===== src/rtl/rmii_recv_byte.sv =====
// RMII receive path: finds preamble/SFD in the PHY dibit stream and rebuilds LSB-first bytes.
// Optional per-frame byte counter output frame_len is enabled by defining RMII_RX_LEN_EN.
module rmii_recv_byte #(
   parameter int unsigned MIN_PREAMBLE = 4
) (
   input  logic       clk,
   input  logic       rst,
   input  logic       fast_eth,
   input  logic       rm_crs_dv,
   input  logic [1:0] rm_rx_data,
   output logic [7:0] data,
   output logic       valid,
   output logic       sof,
`ifdef RMII_RX_LEN_EN
   output logic [10:0] frame_len,
`endif
   output logic       eof,
   output logic       err
);

   localparam logic [1:0] ST_IDLE = 2'd0;
   localparam logic [1:0] ST_PRE  = 2'd1;
   localparam logic [1:0] ST_DATA = 2'd2;
   localparam logic [1:0] ST_DROP = 2'd3;

   localparam logic [4:0] MIN_PRE = 5'(MIN_PREAMBLE);

   logic [1:0] state_q, state_d;
   logic [3:0] div_q, div_d;
   logic [4:0] pre_cnt_q, pre_cnt_d;
   logic [1:0] bit_cnt_q, bit_cnt_d;
   logic [5:0] shift_q, shift_d;
   logic       first_q, first_d;
   logic       low_q, low_d;
   logic [7:0] data_q, data_d;
   logic       valid_q, valid_d;
   logic       sof_q, sof_d;
   logic       eof_q, eof_d;
   logic       err_q, err_d;
`ifdef RMII_RX_LEN_EN
   logic [10:0] len_q, len_d;
`endif

   logic       tick_s;
   logic [7:0] byte_s;

   // At 10 Mbps the divider is re-phased on carrier so the sample lands mid-dibit
   assign tick_s = fast_eth | (div_q == 4'd4);
   assign byte_s = {rm_rx_data, shift_q};

   // Next-state logic: divider, framing FSM and output strobes
   always_comb begin
      state_d   = state_q;
      pre_cnt_d = pre_cnt_q;
      bit_cnt_d = bit_cnt_q;
      shift_d   = shift_q;
      first_d   = first_q;
      low_d     = low_q;
      data_d    = data_q;
      valid_d   = 1'b0;
      sof_d     = 1'b0;
      eof_d     = 1'b0;
      err_d     = 1'b0;
`ifdef RMII_RX_LEN_EN
      len_d     = len_q;
`endif
      if (div_q == 4'd9) begin
         div_d = 4'd0;
      end else begin
         div_d = div_q + 4'd1;
      end

      case (state_q)
         ST_IDLE: begin
            low_d = 1'b0;
            if (rm_crs_dv) begin
               state_d   = ST_PRE;
               pre_cnt_d = 5'd0;
               div_d     = 4'd0;
            end else begin
               state_d = ST_IDLE;
            end
         end
         ST_PRE: begin
            if (!tick_s) begin
               state_d = ST_PRE;
            end else if (!rm_crs_dv) begin
               state_d = ST_IDLE;
            end else begin
               case (rm_rx_data)
                  2'b00: begin
                     // Leading zeros before the preamble are tolerated, not inside it
                     if (pre_cnt_q != 5'd0) begin
                        err_d   = 1'b1;
                        state_d = ST_DROP;
                     end else begin
                        state_d = ST_PRE;
                     end
                  end
                  2'b01: begin
                     if (pre_cnt_q != 5'd31) begin
                        pre_cnt_d = pre_cnt_q + 5'd1;
                     end else begin
                        pre_cnt_d = pre_cnt_q;
                     end
                  end
                  2'b11: begin
                     if (pre_cnt_q >= MIN_PRE) begin
                        state_d   = ST_DATA;
                        bit_cnt_d = 2'd0;
                        first_d   = 1'b1;
                        low_d     = 1'b0;
                     end else begin
                        err_d   = 1'b1;
                        state_d = ST_DROP;
                     end
                  end
                  default: begin
                     err_d   = 1'b1;
                     state_d = ST_DROP;
                  end
               endcase
            end
         end
         ST_DATA: begin
            if (!tick_s) begin
               state_d = ST_DATA;
            end else if (!rm_crs_dv && low_q) begin
               // bit_cnt already includes the first low dibit; 1 means byte-aligned end
               eof_d   = 1'b1;
               err_d   = bit_cnt_q[1];
               state_d = ST_IDLE;
            end else begin
               shift_d   = byte_s[7:2];
               bit_cnt_d = bit_cnt_q + 2'd1;
               low_d     = ~rm_crs_dv;
               if (bit_cnt_q == 2'd3) begin
                  data_d  = byte_s;
                  valid_d = 1'b1;
                  sof_d   = first_q;
                  first_d = 1'b0;
`ifdef RMII_RX_LEN_EN
                  if (first_q) begin
                     len_d = 11'd1;
                  end else if (len_q != 11'd2047) begin
                     len_d = len_q + 11'd1;
                  end else begin
                     len_d = len_q;
                  end
`endif
               end else begin
                  data_d = data_q;
               end
            end
         end
         ST_DROP: begin
            if (!tick_s) begin
               state_d = ST_DROP;
            end else if (!rm_crs_dv && low_q) begin
               state_d = ST_IDLE;
            end else begin
               low_d = ~rm_crs_dv;
            end
         end
         default: begin
            state_d = ST_IDLE;
         end
      endcase
   end

   // State and output registers
   always_ff @(posedge clk) begin
      if (rst) begin
         state_q   <= ST_IDLE;
         div_q     <= 4'd0;
         pre_cnt_q <= 5'd0;
         bit_cnt_q <= 2'd0;
         shift_q   <= 6'd0;
         first_q   <= 1'b0;
         low_q     <= 1'b0;
         data_q    <= 8'd0;
         valid_q   <= 1'b0;
         sof_q     <= 1'b0;
         eof_q     <= 1'b0;
         err_q     <= 1'b0;
`ifdef RMII_RX_LEN_EN
         len_q     <= 11'd0;
`endif
      end else begin
         state_q   <= state_d;
         div_q     <= div_d;
         pre_cnt_q <= pre_cnt_d;
         bit_cnt_q <= bit_cnt_d;
         shift_q   <= shift_d;
         first_q   <= first_d;
         low_q     <= low_d;
         data_q    <= data_d;
         valid_q   <= valid_d;
         sof_q     <= sof_d;
         eof_q     <= eof_d;
         err_q     <= err_d;
`ifdef RMII_RX_LEN_EN
         len_q     <= len_d;
`endif
      end
   end

   assign data  = data_q;
   assign valid = valid_q;
   assign sof   = sof_q;
   assign eof   = eof_q;
   assign err   = err_q;
`ifdef RMII_RX_LEN_EN
   assign frame_len = len_q;
`endif

endmodule

===== config.mk =====
export PLATFORM = sky130hd
export DESIGN_NAME = rmii_recv_byte
export DESIGN_NICKNAME = d
export VERILOG_FILES = /design/src/rtl/rmii_recv_byte.sv
export SDC_FILE = /design/constraint.sdc
export NUM_CORES = 1
export LEC_CHECK = 0
export CAP_MARGIN = 20
export CORE_ASPECT_RATIO = 1.1
export CORE_MARGIN = 1
export CORE_UTILIZATION = 30
export CTS_CLUSTER_SIZE = 14
export DETAILED_ROUTE_END_ITERATION = 8
export GPL_TIMING_DRIVEN = 0
export SETUP_SLACK_MARGIN = 0.1
export SYNTH_ARGS = -nofsm -noshare
export SYNTH_HDL_FRONTEND = slang
export SYNTH_SLANG_ARGS = --single-unit

===== constraint.sdc =====
create_clock -name clk -period 2.2 [get_ports clk]
set_clock_uncertainty 0.2 [all_clocks]
set_input_delay 0.22 -clock clk [delete_from_list [all_inputs] [get_ports clk]]
set_output_delay 0.22 -clock clk [all_outputs]
set_load 0.02 [all_outputs]

==> results of run 1 <==
## cell families after synthesis
group	count (synthesis)	synth area share, %
AND/OR/NAND/NOR	58	17.9
XOR/XNOR	1	0.526
AO/OA/AOI/OAI	36	16.0
adder cells (fa/ha/maj)	12	9.02
multiplexers	19	11.5
flip-flops	33	39.7
buffers and inverters	21	5.41
## power breakdown
part	total, mW	leakage (nW)	internal, mW	switching [mW]
sequential	0.618	0.267	0.607	0.0104
combinational	0.129	0.522	0.0509	0.0777
clock	0.587	0.0585	0.369	0.218
## state kept, by name (all words and copies together), names as in the netlist
| name | count |
|---|---|
| bit_cnt_q | 2 |
| err | 1 |
| first_q | 1 |
| low_q | 1 |
| pre_cnt_q | 5 |
| data | 8 |
| sof | 1 |
| shift_q | 6 |
| valid | 1 |
| state_q | 2 |
| div_q | 4 |
| eof | 1 |
## worst min-delay path, stage by stage
cell and delay [ns]:
clkbuf_1 0.19, nand2_1 0.11, a21oi_1 0.05, mux2i_1 0.10
## cells in the mapped netlist (2+ instances only)
| master | number |
|---|---|
| nor2b_1 | 2 |
| ha_1 | 12 |
| o32ai_1 | 4 |
| buf_2 | 3 |
| nor2_1 | 23 |
| o211ai_1 | 4 |
| nand2b_1 | 3 |
| nor4b_1 | 2 |
| o21ai_0 | 5 |
| o31a_1 | 2 |
| inv_1 | 12 |
| a31oi_1 | 2 |
| a21oi_1 | 4 |
| clkbuf_1 | 5 |
| nor3_1 | 3 |
| a211oi_1 | 3 |
| mux2i_1 | 18 |
| nand2_1 | 15 |
| dfxtp_1 | 33 |
| or3_1 | 2 |
## final cells by class
class / instances / area [µm²] / area share (%)
Inverter: 12 / 45.0 / 2.20
Timing Repair Buffer: 15 / 150 / 7.32
Clock inverter: 1 / 30.0 / 1.46
Buffer: 9 / 45.0 / 2.20
Clock buffer: 7 / 86.3 / 4.21
Sequential cell: 33 / 661 / 32.2
Multi-Input combinational cell: 126 / 941 / 45.9
Tap cell: 75 / 93.8 / 4.57
## routing by layer
layer  GRT usage [%]  up-vias  share of wire (%)
met1            16.3      645                 48
met2            20.0       18                 47
met4            5.88        0                1.2
li1                -      686                  -
met3            3.51        6                3.0
met5               0        -                  0
## cell usage in the layout, fill, tap and decap left out, types with 4 or more instances in the layout
cell type	instances
mux2i_1	18
clkdlybuf4s50_1	15
dfxtp_1	33
nand2_1	15
clkbuf_8	6
o21ai_0	5
clkbuf_1	6
ha_1	12
o32ai_1	4
o211ai_1	4
inv_1	12
nor2_1	23
## what timing repair did
item,CTS,global route
setup buffers,0,0
gates cloned,0,0
pin swaps,0,3
gates resized for setup,1,6
endpoints found under the setup margin,1,7
## worst min path at each step
stage,to,slack (ns)
after CTS,pre_cnt_q[2],0.22
final,pre_cnt_q[2],0.23
after global routing,sof,0.27
after detailed placement,sof,0.25
after global placement,sof,0.25
after floorplan,data[6],0.16
==> results.cfg, run 1 <==
[worst_hold_path]
hp-start = rm_crs_dv
hp-class = in -> reg
holdPathStages = 4

[power_and_ir_drop]
p_leak_nw = 0.847
power_density_nw_per_um2 = 650
peakVddDrop_uv = 369
p_total_mw = 1.33

[critical_path]
cp-startpoint = rm_rx_data[1]
path_delay_family = compound AO/OA/AOI/OAI gates
crit_path_cell_trace = clkdlybuf4s50_1 -> inv_1 -> ha_1 -> o31a_1 -> a2111oi_2 -> o32ai_1
worst_r2r_startpoint = pre_cnt_q[0]
reg2reg_depth = 6
slowest_stage = clkdlybuf4s50_1
worst-path-stages = 6
path_buf_inv = 2
worst_r2r_endpoint = err
path_class = in -> reg
crit_arrival_ns = 2.01
rrSetupSlack_ns = 0.19
required_ns = 2.15
cp_max_fo = 5
end_kind = register
cp-endpoint = state_q[0]
start_kind = input pin
slowest_delay_ns = 0.57

[routing]
vias = 1355
firstDrtPassIters = 4
wire_per_inst_um = 12.5
wl_mm = 3.48
drt_iter0_drc = 126
postRouteAntennaNets = 0
viasPerCell = 4.87
drc = 0

[layout]
final_area_um2 = 2050
num_antenna_cells = 0
drive_gt1_share_pct = 10.3
area_delta_synth_final_pct = 23.2
fin_cells = 278
finish.utilization_pct = 38.3
final.fill_count = 560
fin_nets = 220

[floorplanning]
io_pins = 18
die_width_um = 73.0
dieArea_um2 = 5850
initial_utilization_pct = 31.1
die_h_um = 80.1
core-area_um2 = 5360
row_count = 28

[synth]
async_reset_ff_share_pct = 0
synth-seq-cells = 33
yosysSeqAreaShare_pct = 39.7
yosysTopAreaCell = dfxtp_1
yosys_warnings = 0
ys_top_cells_by_area = dfxtp_1, mux2i_1, ha_1
yosys.area.top_type_share_pct = 39.7
synth_area_um2 = 1670
syn_area_per_cell_um2 = 9.25
syn_inst = 180
synth_edf_count = 0
synthFlopType = dfxtp_1
syn_nets = 198
synthDistinctLibCells = 43

[sta]
tns_ns = 0
slew_viol_final = 0
setup_slack_ns = 0.140
holdWs_ns = 0.229
setup_viol_count_final = 0
relSlewSlack_pct = 62.6
finalCriticalPeriod_ns = 2.06
hold_violations = 0
timing.fmax_mhz = 486
final.period_utilization_pct = 93.6
tightest_slew_ns = 0.560
rsz0062_at_grt = yes

[global_route]
gr-total-overflow = 0
grt_max_degree = 11
grt_use_total_pct = 12.8
grt_pass1_wl_mm = 5.72
antenna_found_initial = 0
grt_pass1_vias = 1235

[placement]
placed_cell_area_um2 = 1910
place_ws_ns = -0.230
dp.cells = 270
finalWeightedCongestion = 0.811
hpwl_mm = 2.47
port_buffers = 15

[clock_network]
holdBufCountCts = 0
cts_buffer_depth = 2
h-tree-depth = 2
cts_made_buffers = 5
cts_tree = done
clock_insertion_delay_worst_skew_ns = 0.28
clockRootBuffer = clkbuf_8
clkSlewWorstSetupHoldPaths_ns = 0.07
clock-sinks = 33

[outcome]
status = finished clean

[job]
cap_violations = 0
Note: power is estimated with default switching activity, not from simulation.
==> inputs of run 2 (changes only) <==
- CORE_UTILIZATION: 30 -> 50
- PLACE_DENSITY: default -> 0.72
==> run 2 against run 1 <==
  * The flow now finishes with violations (DRC)
  * Non-clock buffer count up 3
  * Sequential cell count did not move
  * Cell area fell by 3.2%
  * Sequential power hardly changed
  * Hold slack worse by 0.066 ns
  * Highest routed layer unchanged
  * Critical endpoint is now state_q[1]
  * Power shrank 9.7%
  * Critical path depth stayed put
==> results.cfg, run 2 (synthesis gave the netlist of run 1 again) <==
[outcome]
status = complete, but fails checks
violations = DRC

[clock_network]
cts_made_buffers = 5
clockRootBuffer = clkbuf_4
clkSlewWorstSetupHoldPaths_ns = 0.10
cts_tree = done
holdBufCountCts = 0
cts_buffer_depth = 2
clock_insertion_delay_worst_skew_ns = 0.34
clock-sinks = 33
h-tree-depth = 2

[floorplanning]
row_count = 21
die_h_um = 62.5
core-area_um2 = 3100
initial_utilization_pct = 53.7
io_pins = 18
die_width_um = 57.0
dieArea_um2 = 3570

[global_route]
grt_pass1_vias = 1240
grt_use_total_pct = 20.4
gr-total-overflow = 0
grt_pass1_wl_mm = 5.62
antenna_found_initial = 0
grt_max_degree = 13

[sta]
setup_slack_ns = 0.144
finalCriticalPeriod_ns = 2.06
rsz0062_at_grt = no
tns_ns = 0
relSlewSlack_pct = 65.6
setup_viol_count_final = 0
timing.fmax_mhz = 486
slew_viol_final = 0
holdWs_ns = 0.163
tightest_slew_ns = 0.516
hold_violations = 0
final.period_utilization_pct = 93.5

[worst_hold_path]
hp-class = in -> reg

[placement]
hpwl_mm = 2.38
dp.cells = 229
finalWeightedCongestion = 0.914
placed_cell_area_um2 = 1860
place_ws_ns = -0.221
port_buffers = 15

[layout]
fin_cells = 240
final.fill_count = 266
finish.utilization_pct = 64.1
final_cell_mix = dfxtp_1, nor2_1, mux2i_1
drive_gt1_share_pct = 12.1
fin_nets = 223
final_common_cell = dfxtp_1
largest_reg_flops = 8
area_delta_synth_final_pct = 19.3
num_antenna_cells = 0
final_area_um2 = 1990

[routing]
postRouteAntennaNets = 0
wire_per_inst_um = 13.7
firstDrtPassIters = 6
drc = 3
wl_mm = 3.29
viasPerCell = 5.63
vias = 1350
drt_iter0_drc = 46

[power_and_ir_drop]
switching_share_pct = 25.4
internal-power_mw = 0.898
combPwrFrac_pct = 10.5
p_leak_nw = 0.844
p_total_mw = 1.20
seq_power_share_pct = 51.3
p_switching_mw = 0.306
peakVddDrop_uv = 377
clkPwrFrac_pct = 38.3
power_density_nw_per_um2 = 606

[critical_path]
required_ns = 2.22
cp_max_fo = 4
crit_arrival_ns = 2.08
start_kind = register
end_kind = register
path_class = reg -> reg

[job]
cap_violations = 0
-- run 2: cell types whose count changed in the layout (fill, tap and decap cells not counted) --
cell	previous run	this run
clkinv_4	0	1
clkbuf_1	6	4
a21boi_1	1	0
clkbuf_2	0	1
a2111oi_1	0	1
a21boi_0	0	1
clkbuf_8	6	0
clkinvlp_4	0	1
buf_4	0	3
a2111oi_2	1	0
clkbuf_4	0	5
-- run 2: worst paths after layout --
path | from | end | slack, ns | cells past startpoint
max reg2reg | pre_cnt_q[0] | state_q[1] | 0.14 | 6
max | pre_cnt_q[0] | state_q[1] | 0.14 | 6
min reg2reg | first_q | sof | 0.26 | 2
min | rm_crs_dv | pre_cnt_q[2] | 0.16 | 4
-- run 2: final cells by class --
type	count	area, µm²	share of cell area, %
clock buffer	5	37.5	1.89
tap	34	42.5	2.14
multi-input combinational	126	936	47.1
buffer	9	46.3	2.33
sequential	33	661	33.2
timing repair buffer	18	173	8.69
clock inverter	3	46.3	2.33
inverter	12	45.0	2.27
-- run 2: what timing repair did --
item / in CTS / in global routing
setup endpoints to repair: 0 / 8
resized for setup: 0 / 7
setup buffers: 0 / 3
-- run 2: critical path, stage by stage (launching register included) --
cell and delay, ns:
dfxtp_1 0.35, inv_1 0.08, ha_1 0.14, or4b_2 0.63, a211oi_2 0.30, o22a_1 0.17
o32ai_1 0.07
-- run 2: power groups by stage --
stage / logic [mW] / clock network [mW] / registers [mW]
floorplan: 0.0860 / 0 / 0.630
global placement: 0.115 / 0 / 0.630
detailed placement: 0.118 / 0 / 0.631
CTS: 0.119 / 0.475 / 0.618
global route: 0.140 / 0.495 / 0.619
finish: 0.126 / 0.461 / 0.617
-- run 2: routing by layer --
layer	global-route usage (%)	wire length (µm)
met1	24.0	1460
met2	33.8	1610
met3	6.00	147
met4	9.15	74
met5	0	0
